$ cat src/rtl/pe_stream_tx.sv
// Transmit streamer for a PE input port: buffers 2*VEC_LEN words (X then Y) and bursts them out on start.
// Optional macro PE_TX_CONJ_EN conjugates Y words (imag half negated, saturating) on the way out.
module pe_stream_tx #(
   parameter int unsigned DATA_WIDTH = 16,
   parameter int unsigned VEC_LEN    = 32
) (
   input  logic                    clk,
   input  logic                    rst,
   input  logic                    wr_v,
   input  logic [2*DATA_WIDTH-1:0] wr_data,
   output logic                    wr_ready,
   input  logic                    start,
   output logic                    busy,
   output logic                    done,
   output logic                    dout_pe_v,
   output logic [2*DATA_WIDTH-1:0] dout_pe
);

   localparam int unsigned WW    = 2 * DATA_WIDTH;
   localparam int unsigned DEPTH = 2 * VEC_LEN;
   localparam int unsigned AW    = $clog2(DEPTH);
   localparam logic [AW-1:0] LAST = AW'(DEPTH - 1);

   typedef enum logic [1:0] {S_FILL, S_FULL, S_SEND, S_DONE} state_t;

   state_t          r_state;
   logic [AW-1:0]   r_wr_ptr;
   logic [AW-1:0]   r_rd_ptr;
   logic            r_wr_ready;
   logic            r_busy;
   logic            r_done;
   logic            r_dout_v;
   logic [WW-1:0]   r_dout;
   logic [WW-1:0]   r_buf [DEPTH];

   logic            w_wr_en;
   logic [WW-1:0]   w_rd_word;
   logic [WW-1:0]   w_tx_word;

   assign w_wr_en   = wr_v && r_wr_ready && (r_state == S_FILL);
   assign w_rd_word = r_buf[r_rd_ptr];

`ifdef PE_TX_CONJ_EN
   logic [DATA_WIDTH-1:0] w_imag;
   logic [DATA_WIDTH-1:0] w_imag_neg;

   // Y half is the upper half of the buffer, so the pointer MSB selects it.
   always_comb begin
      w_imag = w_rd_word[DATA_WIDTH-1:0];
      if (w_imag == {1'b1, {(DATA_WIDTH-1){1'b0}}})
         w_imag_neg = {1'b0, {(DATA_WIDTH-1){1'b1}}};
      else
         w_imag_neg = ~w_imag + DATA_WIDTH'(1);
      w_tx_word = w_rd_word;
      if (r_rd_ptr[AW-1])
         w_tx_word[DATA_WIDTH-1:0] = w_imag_neg;
   end
`else
   assign w_tx_word = w_rd_word;
`endif

   always_ff @(posedge clk) begin
      if (w_wr_en)
         r_buf[r_wr_ptr] <= wr_data;
   end

   always_ff @(posedge clk or posedge rst) begin
      if (rst) begin
         r_state    <= S_FILL;
         r_wr_ptr   <= '0;
         r_rd_ptr   <= '0;
         r_wr_ready <= 1'b1;
         r_busy     <= 1'b0;
         r_done     <= 1'b0;
         r_dout_v   <= 1'b0;
         r_dout     <= '0;
      end else begin
         r_done <= 1'b0;
         case (r_state)
            S_FILL: begin
               if (w_wr_en) begin
                  r_wr_ptr <= r_wr_ptr + AW'(1);
                  if (r_wr_ptr == LAST) begin
                     r_state    <= S_FULL;
                     r_wr_ready <= 1'b0;
                  end
               end
            end
            S_FULL: begin
               if (start) begin
                  r_state  <= S_SEND;
                  r_rd_ptr <= '0;
               end
            end
            S_SEND: begin
               r_dout_v <= 1'b1;
               r_busy   <= 1'b1;
               r_dout   <= w_tx_word;
               r_rd_ptr <= r_rd_ptr + AW'(1);
               if (r_rd_ptr == LAST)
                  r_state <= S_DONE;
            end
            S_DONE: begin
               r_dout_v   <= 1'b0;
               r_busy     <= 1'b0;
               r_dout     <= '0;
               r_done     <= 1'b1;
               r_wr_ready <= 1'b1;
               r_wr_ptr   <= '0;
               r_state    <= S_FILL;
            end
            default: r_state <= S_FILL;
         endcase
      end
   end

   assign wr_ready  = r_wr_ready;
   assign busy      = r_busy;
   assign done      = r_done;
   assign dout_pe_v = r_dout_v;
   assign dout_pe   = r_dout;

endmodule

$ cat config.mk
export PLATFORM = sky130hd
export DESIGN_NAME = pe_stream_tx
export DESIGN_NICKNAME = d
export VERILOG_FILES = /design/src/rtl/pe_stream_tx.sv
export SDC_FILE = /design/constraint.sdc
export NUM_CORES = 2
export LEC_CHECK = 0
export ABC_AREA = 1
export BUFFER_PORTS_ARGS = -buffer_cell sky130_fd_sc_hd__buf_4
export CAP_MARGIN = 20
export CORE_MARGIN = 10
export CORE_UTILIZATION = 30
export CTS_CLUSTER_DIAMETER = 200
export DETAILED_ROUTE_END_ITERATION = 8
export GPL_ROUTABILITY_DRIVEN = 0
export SLEW_MARGIN = 10
export SYNTH_ARGS = -nofsm -noshare
export SYNTH_HDL_FRONTEND = slang
export SYNTH_SLANG_ARGS = --single-unit
$ cat constraint.sdc
create_clock -name clk -period 5 [get_ports clk]
set_input_delay 0.5 -clock clk [delete_from_list [all_inputs] [get_ports clk]]
set_output_delay 0.5 -clock clk [all_outputs]
set_load 0.02 [all_outputs]
After elaboration in Yosys (flattened, before gate mapping)
Memories as Yosys holds them, arrays and structs flattened.
Cells that the tools add are included.
{ "classes": {"addsub": 2, "n_mul": 0, "n_div": 0, "order_cmp": 0, "eq_ne": 9, "n_shift": 0, "muxes": 17, "bitwise_logic": 0, "n_reduce_logical": 10} }
{ "ops": {"columns": ["operator", "count"], "rows": [
  ["$pmux W32 S2", 1],
  ["$pmux W6 S2", 2],
  ["$add A6 B1 Y6 const B", 2],
  ["$eq A6 B6 Y1 const B", 2],
  ["$mux W6", 2],
  ["$mux W2", 4],
  ["$pmux W2 S4", 1],
  ["$ne A2 B2 Y1 const B", 3],
  ["$reduce_bool A2 Y1", 3],
  ["$mux W1", 5],
  ["$eq A2 B2 Y1 const B", 2],
  ["$pmux W1 S2", 2],
  ["$reduce_and A2 Y1", 2],
  ["$reduce_and A4 Y1", 1],
  ["$reduce_and A3 Y1", 1],
  ["$eq A2 B1 Y1 const B", 1],
  ["$logic_and A1 B1 Y1", 2],
  ["$logic_not A2 Y1", 1],
  ["$ne A2 B1 Y1 const B", 1]
]} }
{ "totals": {"regBits": 49, "latchBits": 0, "mem_bits_rw": 2048, "romBits": 0, "input_bits": 36, "output_inout_bits": 36, "word_cells": 46, "n_memories": 1} }
{ "mem_list": {"columns": ["name", "depth", "word_bits", "rd", "rd_ports_with_merged_regs", "wr", "line", "rtl"], "rows": [
  ["r_buf", 64, 32, 1, 0, 1, "34", "logic [WW-1:0] r_buf [DEPTH];"]
]} }

Depth between registers and ports, before layout
{ "logic_depth": {"depth_word": 4, "mapped_depth": 18, "depth_no_buf": 14} }

Least setup slack after synthesis
No wires, ideal clock.
{ "synth_path": {"path_kind": "register to register", "startpoint": "reg r_wr_ready (netlist: wr_ready)", "endpoint": "mem r_buf[0][0] (netlist name) (enable)", "setup_time_ns": 0.421, "t_arrival_ns": 2.769, "path_slack_ns": 1.810, "path_stages_with_launch": 8, "n_path_buf": 1, "period_less_slack_ns": 3.190, "path_cell_list": "dfstp_2 nand2_1 inv_1 nand2_1 inv_1 clkbuf_1 nand4_1 nor2_1"} }
{ "synth_via": {"elab_chain_len": 4} }
{ "synth_rtl": {"columns": ["element", "line", "rtl"], "rows": [
  ["start: declaration", "29", "logic r_wr_ready;"],
  ["start signal: assignment", "72", "r_wr_ready <= 1'b1;"],
  ["start signal: assignment", "85", "r_wr_ready <= 1'b0;"],
  ["start signal: assignment", "108", "r_wr_ready <= 1'b1;"],
  ["$logic_and A1 B1 Y1 (2 in series)", "40", "assign w_wr_en = wr_v && r_wr_ready && (r_state == S_FILL);"],
  ["$mux W1", "63", "if (w_wr_en)"],
  ["$mux W1 (implied by the code)", "64", "r_buf[r_wr_ptr] <= wr_data;"],
  ["end: declaration", "34", null]
]} }
Every way passes these cells.

Worst setup path in the final report
{ "layout_path": {"startpoint": "reg r_rd_ptr[0]", "endpoint": "reg r_dout[5] (netlist: dout_pe[5])"} }
{ "layout_via": {"elab_chain_len": 2} }
{ "layout_rtl": {"columns": ["element", "line", "rtl"], "rows": [
  ["start: declaration", "28", "logic [AW-1:0] r_rd_ptr;"],
  ["start signal: assignment", "99", "r_rd_ptr <= r_rd_ptr + AW'(1);"],
  ["$mem_v2 Z64 W32", null, null],
  ["$pmux W32 S2", "79", "case (r_state)"],
  ["end signal: assignment", "98", "r_dout <= w_tx_word;"],
  ["end: declaration", "33", "logic [WW-1:0] r_dout;"]
]} }
Every way passes these cells.
A chain may end at the register's enable or synchronous reset.

==> metrics.cfg <==
[yosys]
synth_edf_count=2048
synthesis.nets=8468
yosys.area.top_type=edfxtp_1
postSynthCellCount=8426
syn_area_per_cell_um2=10.6
yosys_warnings=0
synth_ff_type=edfxtp_1
synth_area_um2=89000
synth-async-reset-ratio_pct=2.34
ys_ff_latch=2097
ys_seq_area_share_pct=70.5
synth_cell_type_count=34
synth_top_area_share_pct=69.1
synth_area_leaders=edfxtp_1 (69%), nand2_1 (12%), nand3_1 (5.3%), inv_1 (4.3%), nor2_1 (2.8%)

[pwr]
vdd_drop_max_mv=0.553
power.leakage_uw=0.0400
power_density_nw_per_um2=499

[grt]
grt_pass1_vias=57200
grt_max_degree=221
antenna_found_initial=15
grt_usage_pct=16.0
globalRoute.totalOverflow=0
grt_pass1_wl_um=386000

[placement]
port_buffers=71
place_area_um2=94200
hpwlAfterDp_um=144000
dp.cells=12100

[final_layout]
layout.nets=8466
area_delta_synth_final_pct=13.7
fin_util_pct=34.3
final_cell_mix=nand2_1 (2865), edfxtp_1 (2048), inv_1 (1022), nand3_1 (940), nor2_1 (587)
final_area_um2=101000
drive_gt1_share_pct=7.22
final_common_cell=nand2_1
finalNonFillerCells=12500

[detailed_routing]
dr.pass1.iters=8
drc=0
num_vias=59900
wire_per_inst_um=21.2
final_antenna_net_count=0
via_per_inst=4.78
wl_um=266000
drtIter0Drc=6940

[sta]
max_freq_mhz=260
clock_skew_ns=0.0681
drv_slew=0
fin_crit_ns=3.85
finalHoldViolCount=0
rsz0062_at_grt=no
finalSetupTns_ns=0
slew_headroom_pct=24.9
worst_slew_pin_slew_ns=1.12
min_period_over_period_pct=77.0
setup_viol=0

[setup_path]
r2r_setup_slack_ns=1.15
cpMaxStageDelayCell=dfrtp_4
r2r_start=r_rd_ptr[0]$_DFFE_PP0P_
critical_path_class=flip-flop to flip-flop
cp_num_cells=12
cp_cell_sequence=inv_16, buf_12, nand2_1, nand2_1, nand2_1, nand3_1, nand3_1, nand2_1, nand3_1, nand2_1, nand2_1, nand2_1
start_kind=flip-flop
critPathMaxFanout=220
path_common_cell=nand2_1
r2r_cells=12
worst-path-buf-inv=2
cp.required_ns=5.80
crit_family=simple AND/OR/NAND/NOR gates
critPathMaxStageDelay_ns=0.76
arrival_ns=4.65
r2r-end=dout_pe[5]$_DFFE_PP0P_
cp-end-kind=flip-flop

[clocking]
cts_sinks=2097
root_buffer=clkbuf_16
htreeDepth=4
insertion_delay_ns=0.87
numCtsBuffers=214
cts-resized-gates=0
cts_tree=built
clkTransAtPathRegs_ns=0.06
cts_buffer_depth=3

[min_path]
whs_path_depth=4
min_from=start
hold_class=input port to flip-flop
holdPathEnd=r_state[0]$_DFFE_PP0P_

[die]
die_w_um=565
die_area_um2=319000
io_pins=72
die_h_um=565
initial_core_util_pct=30.2
rows=199
fp.coreArea_um2=295000

[run_status]
status=finished, final reports clean

[flow_run]
cap_violations=0

-- kinds of logic (layout without fill, tap and decap cells) --
logic type | Yosys count | after routing | share of synthesized area (%)
compound gates | 344 | 344 | 1.98
xor+xnor | 1 | 1 | 0.00985
fa+ha+maj | 6 | 6 | 0.0844
buf+inv | 1468 | 1649 | 6.93
flops | 2097 | 2097 | 70.5
other cells | 0 | 8 | 0
simple gates | 4510 | 4510 | 20.5
-- cell usage after synthesis (9+ instances only) --
cell and count:
o21ai_1 9, o21ai_0 253, buf_2 151, buf_1 39, nand3_1 940, dfrtp_1 48, nor2_1 654, buf_6 29
a21oi_1 66, o211ai_1 11, inv_1 1026, buf_4 65, clkbuf_1 151, or2_2 28, nand2_1 2865, edfxtp_1 2048
-- tightest hold or removal path, cell delays in order --
cell and delay [ns]:
buf_4 0.13, nor2_1 0.08, nor3_1 0.13, a21oi_1 0.06
-- area by class of cell --
class	count	area [um^2]
flip-flops and latches	2097	62700
repair buffers	218	2130
diodes	8	20.0
fillers	28800	193000
clock inverters	102	1060
well taps	3919	4900
clock buffers	297	5830
multi-input cells	4861	20600
inverters	1032	3910
-- how the worst max path moves through the flow --
stage	start	to	slack, ns
final	r_rd_ptr[0]$_DFFE_PP0P_	dout_pe[5]$_DFFE_PP0P_	1.15
after CTS	r_rd_ptr[0]$_DFFE_PP0P_	dout_pe[5]$_DFFE_PP0P_	1.23
after global placement	r_rd_ptr[0]$_DFFE_PP0P_	dout_pe[5]$_DFFE_PP0P_	1.20
after global routing	r_rd_ptr[0]$_DFFE_PP0P_	dout_pe[5]$_DFFE_PP0P_	0.93
after floorplan	wr_ready$_DFFE_PP1P_	r_buf[0][0]$_DFFE_PP_	1.81
after detailed placement	r_rd_ptr[0]$_DFFE_PP0P_	dout_pe[5]$_DFFE_PP0P_	1.23
-- routing by layer --
layer	vias up	global-route usage (%)	wire length, um	share of wire (%)
met5	-	0	36	0.014
met4	6	6.86	11900	4.5
met3	457	2.34	21100	7.9
met2	2669	26.6	125000	47
met1	29300	21.0	107000	40
li1	27500	-	-	-
-- power breakdown --
part	switching [uW]	total (uW)	internal, uW
sequential	416	20000	19500
clock	6870	15800	8890
combinational	10900	14800	3860
-- registers in the layout, summed over array words and instances (netlist names) --
| name | count |
|---|---|
| dout_pe_v | 1 |
| dout_pe | 32 |
| wr_ready | 1 |
| r_state | 2 |
| r_wr_ptr | 6 |
| done | 1 |
| r_rd_ptr | 6 |
| r_buf | 2048 |
-- what timing repair did --
item	in CTS	in global routing
setup buffers	0	0
hold buffers	1	0
endpoints found under the hold margin	35	0
-- per-stage QoR --
stage / power, uW / hold slack, ns / worst slack (ns)
floorplan: 29800 / 0.557 / 1.81
global placement: 34900 / 0.498 / 1.20
detailed placement: 35000 / 0.505 / 1.23
CTS: 50600 / 0.0952 / 1.23
global route: 52800 / 0.118 / 0.931
finish: 50500 / 0.114 / 1.15
(Power assumes the default switching activity.)
